==> src/rtl/tdc_readout_sequencer_pkg.sv <==
// Shared definitions for the TDC readout sequencer: state codes, default delays, timer sizing.
// Latency: n/a (package).
// Backpressure: n/a (package).
package tdc_readout_sequencer_pkg;

  // Default timing, in core clock cycles
  localparam int DEF_RAW_DLY     = 4;  // TOA_Latch -> RawdataWrtEn
  localparam int DEF_ENC_DLY     = 2;  // RawdataWrtEn -> EncdataWrtEn (encoder settle)
  localparam int DEF_CNT_RST_CYC = 2;  // Counter_RSTN low time on arming
  localparam int DEF_DROP_W      = 8;  // dropped-trigger counter width

  // State codes are visible on the debug port, so keep them explicit and stable.
  typedef enum logic [2:0] {
    S_IDLE     = 3'd0,
    S_CNTRST   = 3'd1,
    S_ARMED    = 3'd2,
    S_LATCH    = 3'd3,
    S_WAIT_RAW = 3'd4,
    S_WAIT_ENC = 3'd5,
    S_HOLD     = 3'd6,
    S_CLEAR    = 3'd7
  } seqState_t;

  function automatic int maxOf3(input int a, input int b, input int c);
    int m;
    m = (a > b) ? a : b;
    return (m > c) ? m : c;
  endfunction

  // One timer serves all three timed phases, so size it for the longest.
  function automatic int timerWidth(input int rawDly, input int encDly, input int cntRstCyc);
    return $clog2(maxOf3(rawDly, encDly, cntRstCyc) + 1);
  endfunction

endpackage

==> src/rtl/tdc_readout_sequencer_timer.sv <==
// Loadable down-counter with terminal-count flags, shared by the timed sequencer phases.
// Latency: count is registered; tc reflects the current count, tcNext the value after this edge.
// Backpressure: none; loads whenever told and saturates at zero.
//
// Ports:
//   Clk, RSTN   clock and async active-low reset
//   load        load loadVal on this edge (otherwise decrement toward zero)
//   loadVal     value to load; a phase of N cycles loads N-1
//   tc          current count is zero (last cycle of the phase)
//   tcNext      count after this edge will be zero (lets the caller register a last-cycle strobe)
module tdc_readout_sequencer_timer #(
  parameter int W = 3
)(
  input  logic         Clk,
  input  logic         RSTN,
  input  logic         load,
  input  logic [W-1:0] loadVal,
  output logic         tc,
  output logic         tcNext
);

  logic [W-1:0] cnt;
  logic [W-1:0] cntNext;

  always_comb begin
    cntNext = cnt;
    if (load) begin
      cntNext = loadVal;
    end else if (cnt != '0) begin
      cntNext = cnt - W'(1);
    end
  end

  always_ff @(posedge Clk or negedge RSTN) begin
    if (!RSTN) begin
      cnt <= '0;
    end else begin
      cnt <= cntNext;
    end
  end

  assign tc     = (cnt == '0);
  assign tcNext = (cntNext == '0);

endmodule

==> src/rtl/tdc_readout_sequencer.sv <==
// Per-hit sequencer: counter reset, TOA latch, raw/encoded write strobes, result handshake, clear.
// Latency: trigger in cycle T -> TOA_Latch T+1, RawdataWrtEn T+1+RAW_DLY, EncdataWrtEn T+1+RAW_DLY+ENC_DLY, hitValid T+2+RAW_DLY+ENC_DLY.
// Backpressure: hitValid holds until rdReady; triggers arriving while a capture is in flight are dropped and counted.
//
// Ports:
//   Clk, RSTN          clock and async active-low reset
//   enable             slow-control run enable (level); low forces IDLE
//   hit                single-cycle hit pulse
//   selfTest           level; each rising edge is a trigger
//   rdReady            downstream ready for the encoded result
//   Counter_RSTN       ripple counter reset, active low
//   TOA_Latch          one-cycle TOA latch pulse
//   RawdataWrtEn       one-cycle raw register capture strobe
//   EncdataWrtEn       one-cycle encoded register capture strobe
//   ResetFlag          active-low clear of result/flag registers
//   hitValid           encoded result available
//   busy               capture in progress (not IDLE/ARMED)
//   dropCount          saturating count of rejected triggers
//   state              current FSM state (debug)
module tdc_readout_sequencer
  import tdc_readout_sequencer_pkg::*;
#(
  parameter int RAW_DLY     = DEF_RAW_DLY,
  parameter int ENC_DLY     = DEF_ENC_DLY,
  parameter int CNT_RST_CYC = DEF_CNT_RST_CYC,
  parameter int DROP_W      = DEF_DROP_W
)(
  input  logic              Clk,
  input  logic              RSTN,
  input  logic              enable,
  input  logic              hit,
  input  logic              selfTest,
  input  logic              rdReady,
  output logic              Counter_RSTN,
  output logic              TOA_Latch,
  output logic              RawdataWrtEn,
  output logic              EncdataWrtEn,
  output logic              ResetFlag,
  output logic              hitValid,
  output logic              busy,
  output logic [DROP_W-1:0] dropCount,
  output logic [2:0]        state
);

  localparam int CW = timerWidth(RAW_DLY, ENC_DLY, CNT_RST_CYC);
  localparam logic [CW-1:0] RAW_LD = CW'(RAW_DLY - 1);
  localparam logic [CW-1:0] ENC_LD = CW'(ENC_DLY - 1);
  localparam logic [CW-1:0] CNT_LD = CW'(CNT_RST_CYC - 1);

  seqState_t   curState;
  seqState_t   nextState;
  logic        selfTestQ;
  logic        trigger;
  logic        dropTrig;
  logic        tmrLoad;
  logic [CW-1:0] tmrLoadVal;
  logic        tmrTc;
  logic        tmrTcNext;

  // hit and a selfTest rise in the same cycle collapse into one trigger.
  assign trigger  = hit | (selfTest & ~selfTestQ);
  assign dropTrig = trigger && (curState inside {S_LATCH, S_WAIT_RAW, S_WAIT_ENC, S_HOLD, S_CLEAR});

  always_comb begin
    nextState = curState;
    case (curState)
      S_IDLE:     nextState = S_CNTRST;
      S_CNTRST:   if (tmrTc)   nextState = S_ARMED;
      S_ARMED:    if (trigger) nextState = S_LATCH;
      S_LATCH:    nextState = S_WAIT_RAW;
      S_WAIT_RAW: if (tmrTc)   nextState = S_WAIT_ENC;
      S_WAIT_ENC: if (tmrTc)   nextState = S_HOLD;
      // hitValid is high for the whole of HOLD, so rdReady alone completes the handshake.
      S_HOLD:     if (rdReady) nextState = S_CLEAR;
      S_CLEAR:    nextState = S_ARMED;
      default:    nextState = S_IDLE;
    endcase
    // Dropping enable wins from any state; since every output is derived from
    // nextState, any pending strobe is suppressed along with it.
    if (!enable) nextState = S_IDLE;
  end

  // Reload the timer on every state change with the length of the phase being entered.
  always_comb begin
    tmrLoad    = (nextState != curState);
    tmrLoadVal = '0;
    case (nextState)
      S_CNTRST:   tmrLoadVal = CNT_LD;
      S_WAIT_RAW: tmrLoadVal = RAW_LD;
      S_WAIT_ENC: tmrLoadVal = ENC_LD;
      default:    tmrLoadVal = '0;
    endcase
  end

  tdc_readout_sequencer_timer #(
    .W (CW)
  ) uTimer (
    .Clk     (Clk),
    .RSTN    (RSTN),
    .load    (tmrLoad),
    .loadVal (tmrLoadVal),
    .tc      (tmrTc),
    .tcNext  (tmrTcNext)
  );

  // Outputs are registered from nextState so they line up with the state they belong to.
  // The write strobes use tmrTcNext to land in the final cycle of their wait phase.
  always_ff @(posedge Clk or negedge RSTN) begin
    if (!RSTN) begin
      curState     <= S_IDLE;
      selfTestQ    <= 1'b0;
      Counter_RSTN <= 1'b0;
      TOA_Latch    <= 1'b0;
      RawdataWrtEn <= 1'b0;
      EncdataWrtEn <= 1'b0;
      ResetFlag    <= 1'b0;
      hitValid     <= 1'b0;
      busy         <= 1'b0;
      dropCount    <= '0;
    end else begin
      curState     <= nextState;
      selfTestQ    <= selfTest;
      Counter_RSTN <= !(nextState inside {S_IDLE, S_CNTRST});
      TOA_Latch    <= (nextState == S_LATCH);
      RawdataWrtEn <= (nextState == S_WAIT_RAW) && tmrTcNext;
      EncdataWrtEn <= (nextState == S_WAIT_ENC) && tmrTcNext;
      ResetFlag    <= !(nextState inside {S_IDLE, S_CNTRST, S_CLEAR});
      hitValid     <= (nextState == S_HOLD);
      busy         <= !(nextState inside {S_IDLE, S_ARMED});
      if (dropTrig && (dropCount != '1)) begin
        dropCount <= dropCount + DROP_W'(1);
      end
    end
  end

  assign state = curState;

endmodule

==> config.mk <==
export PLATFORM = sky130hd
export DESIGN_NAME = tdc_readout_sequencer
export DESIGN_NICKNAME = d
export VERILOG_FILES = /design/src/rtl/tdc_readout_sequencer_pkg.sv /design/src/rtl/tdc_readout_sequencer_timer.sv /design/src/rtl/tdc_readout_sequencer.sv
export SDC_FILE = /design/constraint.sdc
export NUM_CORES = 1
export LEC_CHECK = 0
export ABC_CLOCK_PERIOD_IN_PS = 2100
export CORE_MARGIN = 2
export CORE_UTILIZATION = 50
export CTS_CLUSTER_SIZE = 20
export DETAILED_ROUTE_END_ITERATION = 7
export PLACE_DENSITY = 0.85
export SETUP_SLACK_MARGIN = 0.02
export SLEW_MARGIN = 20
export SYNTH_ARGS = -nofsm -noshare
export SYNTH_HDL_FRONTEND = slang
export SYNTH_SLANG_ARGS = --single-unit
==> constraint.sdc <==
create_clock -name Clk -period 2.1 [get_ports Clk]
set_input_delay 0.42 -clock Clk [delete_from_list [all_inputs] [get_ports Clk]]
set_output_delay 0.42 -clock Clk [all_outputs]
set_load 0.005 [all_outputs]
==> results of run 1 <==
worst max path at each step:
stage,endpoint,depth (start not counted),start,slack (ns)
after floorplan,uTimer.cnt[1],9,uTimer.cnt[0],0.32
after global placement,dropCount[1],5,selfTest,0.14
after detailed placement,uTimer.cnt[0],6,enable,0.12
after CTS,state[1],1,state[1],0.13
after global routing,uTimer.cnt[1],8,uTimer.cnt[0],0.04
final,state[1],1,state[1],0.15
cells by family after synthesis:
kind of cell | count (synthesis) | synth area share
AOI/OAI and AO/OA | 15 | 0.119
xor gates and xnor gates | 11 | 0.0817
adders and majority gates | 4 | 0.0424
buffers and inverters | 14 | 0.0732
DFF | 22 | 0.467
muxes | 3 | 0.0307
and+or+nand+nor | 38 | 0.187
cells in the final DEF, fill, tap and decap left out, types with 2 or more instances in the layout:
master	n
nand4_1	3
xnor2_1	7
ha_1	4
and3_1	3
clkdlybuf4s50_1	23
a21oi_1	2
dfrtp_1	22
nand3_1	6
o22ai_2	2
clkbuf_4	3
nor3_1	2
xor2_1	4
nor2_1	4
inv_1	7
nand2b_1	2
buf_4	3
a21boi_1	2
nand2_1	7
nor2b_1	2
or3_1	2
per-layer routing:
layer,vias up,share of wire,track usage
li1,410,-,-
met1,405,0.46,0.224
met2,19,0.49,0.294
met3,2,0.038,0.0343
met4,0,0.0097,0.0726
met5,-,0,0
synth_stat cells (2+ instances only):
master,count,area [um^2]
xor2_1,4,35.0
o22ai_2,2,25.0
and3_1,3,18.8
a21oi_1,2,10.0
nand4_1,3,18.8
nand2b_1,2,12.5
xnor2_1,7,61.3
ha_1,4,50.1
nor3_1,2,10.0
dfrtp_1,22,551
nor2b_1,2,12.5
nand2_1,7,26.3
or3_1,2,12.5
a21boi_1,2,15.0
inv_1,7,26.3
buf_6,4,45.0
nand3_1,6,30.0
buf_2,3,15.0
nor2_1,4,15.0
where the power goes:
| part | switching, mW | leakage, nW | total [mW] | internal, mW |
|---|---|---|---|---|
| Combinational | 0.342 | 0.355 | 0.776 | 0.434 |
| Clock | 0.125 | 0.0210 | 0.231 | 0.106 |
| Sequential | 0.138 | 0.291 | 0.665 | 0.527 |
layout make-up:
class                   instances  area, um^2
well taps                      28        35.0
inverters                       7        26.3
clock buffers                   4        36.3
repair buffers                 26         253
flip-flops and latches         22         551
fillers                       177         768
multi-input cells              71         543
metrics by stage:
| stage | hold WS [ns] | setup WS (ns) | util | instances | area (um^2) |
|---|---|---|---|---|---|
| final | 0.442 | 0.155 | 0.653 | 158 | 1440 |
| after CTS | 0.439 | 0.132 | 0.653 | 158 | 1440 |
| after detailed placement | 0.483 | 0.123 | 0.636 | 154 | 1410 |
| after global routing | 0.469 | 0.0365 | 0.653 | 158 | 1440 |
| after floorplan | 0.124 | 0.317 | - | 107 | 1180 |
| after global placement | 0.476 | 0.143 | 0.636 | 154 | 1410 |
sequential cells by signal, summed over array words and instances (netlist names):
register / cells
uTimer.cnt: 3
hitValid: 1
busy: 1
RawdataWrtEn: 1
dropCount: 8
selfTestQ: 1
ResetFlag: 1
state: 3
TOA_Latch: 1
Counter_RSTN: 1
EncdataWrtEn: 1
==> flow_summary.yaml, run 1 <==
power:
  p_leak_nw: 0.668
  peakVddDrop_uv: 619
  power.total_mw: 1.67
  power_density_mw_per_mm2: 1160
drt:
  wl_um: 2060
  drc: 0
  ant_nets: 0
  first_iter_violations: 20
  wl_per_cell_um: 13.0
  dr.pass1.iters: 4
  vias_per_cell: 5.29
  via_count: 836
final_layout:
  drive_above_1_share: 0.131
  syn2layout_area_growth_pct: 22.4
  n_antenna_cell: 0
  final_nets: 141
critical_path:
  max_stage_delay_ns: 0.63
  timing.rr.end: "uTimer.cnt[1]"
  cp_max_fo: 12
  r2r-start: "uTimer.cnt[0]"
  critPathKind: "flop to output port"
  crit_buf_inv: 1
  arrival_ns: 1.53
  end_kind: "output port"
  r2r_slack_ns: 0.17
  cp_slowest_cell: "dfrtp_1"
  path_delay_family: "flip-flops"
  start_kind: "flop"
  reg2regPathDepth: 8
  critPathRequiredTime_ns: 1.68
  worstPathCellList: "clkdlybuf4s50_1"
synthesis:
  synth-seq-cells: 22
  yosysSeqAreaShare: 0.467
  netlist_area_mm2: 0.00118
  synth_ff_type: "dfrtp_1"
  synth_cells: 107
  async_flop_share: 1.00
  synth_area_per_cell_um2: 11.0
  yosys_warnings: 0
  synth_nets: 117
  ys_types: 38
  synth_edf_count: 0
grt:
  grt_antenna_before_repair: 0
  grt_pass1_vias: 808
  grtUsageTotal: 0.177
  grt-ovfl-total: 0
  grt_pass1_wl_um: 3580
  grt_max_degree: 23
clock_network:
  cts_tree: "built"
  ctsHoldBuffers: 0
  cts_sinks: 22
  post-cts-setup-buffers: 0
  clkLatencyLatePin_ns: 0.31
  clk_pin_slew_worst_paths_ns: 0.12
  cts_root_buffer: "clkbuf_4"
  clock_path_buffers: 2
  cts-resized-gates: 0
  htree_levels: 1
  cts_buffers: 3
die:
  coreArea_mm2: 0.00221
  start_util: 0.533
  fp-row-count: 17
  die_h_um: 52.6
  die_w_um: 52.6
  die_area_mm2: 0.00276
  io_pins: 24
timing:
  fin_crit_sh: 0.926
  tightestPinTransition_ns: 0.438
  skew_ns: 0.00473
  fin_setup_tns_ns: 0
  final_hold_viol_count: 0
  maxSlewViolCount: 0
  rsz0062_at_grt: "no"
  period_minus_slack_ns: 1.95
  setup_viol: 0
  maxSlewHeadroom: 0.708
  max_freq_ghz: 0.514
worst_hold_path:
  hold_path_class: "input pin to async pin"
run:
  max_cap_violations: 0
placed_design:
  io_buffer_count: 23
  dp_hpwl_um: 1550
  place_congestion: 0.864
run_status:
  status: "finished, final reports clean"
(Power assumes the default switching activity.)
==> run 2: changes to the inputs <==
- CTS_CLUSTER_DIAMETER: default -> 200
- SETUP_SLACK_MARGIN: 0.02 -> default
==> results of run 2 <==
No change in the layout: final DEF, timing and power equal those of run 1.
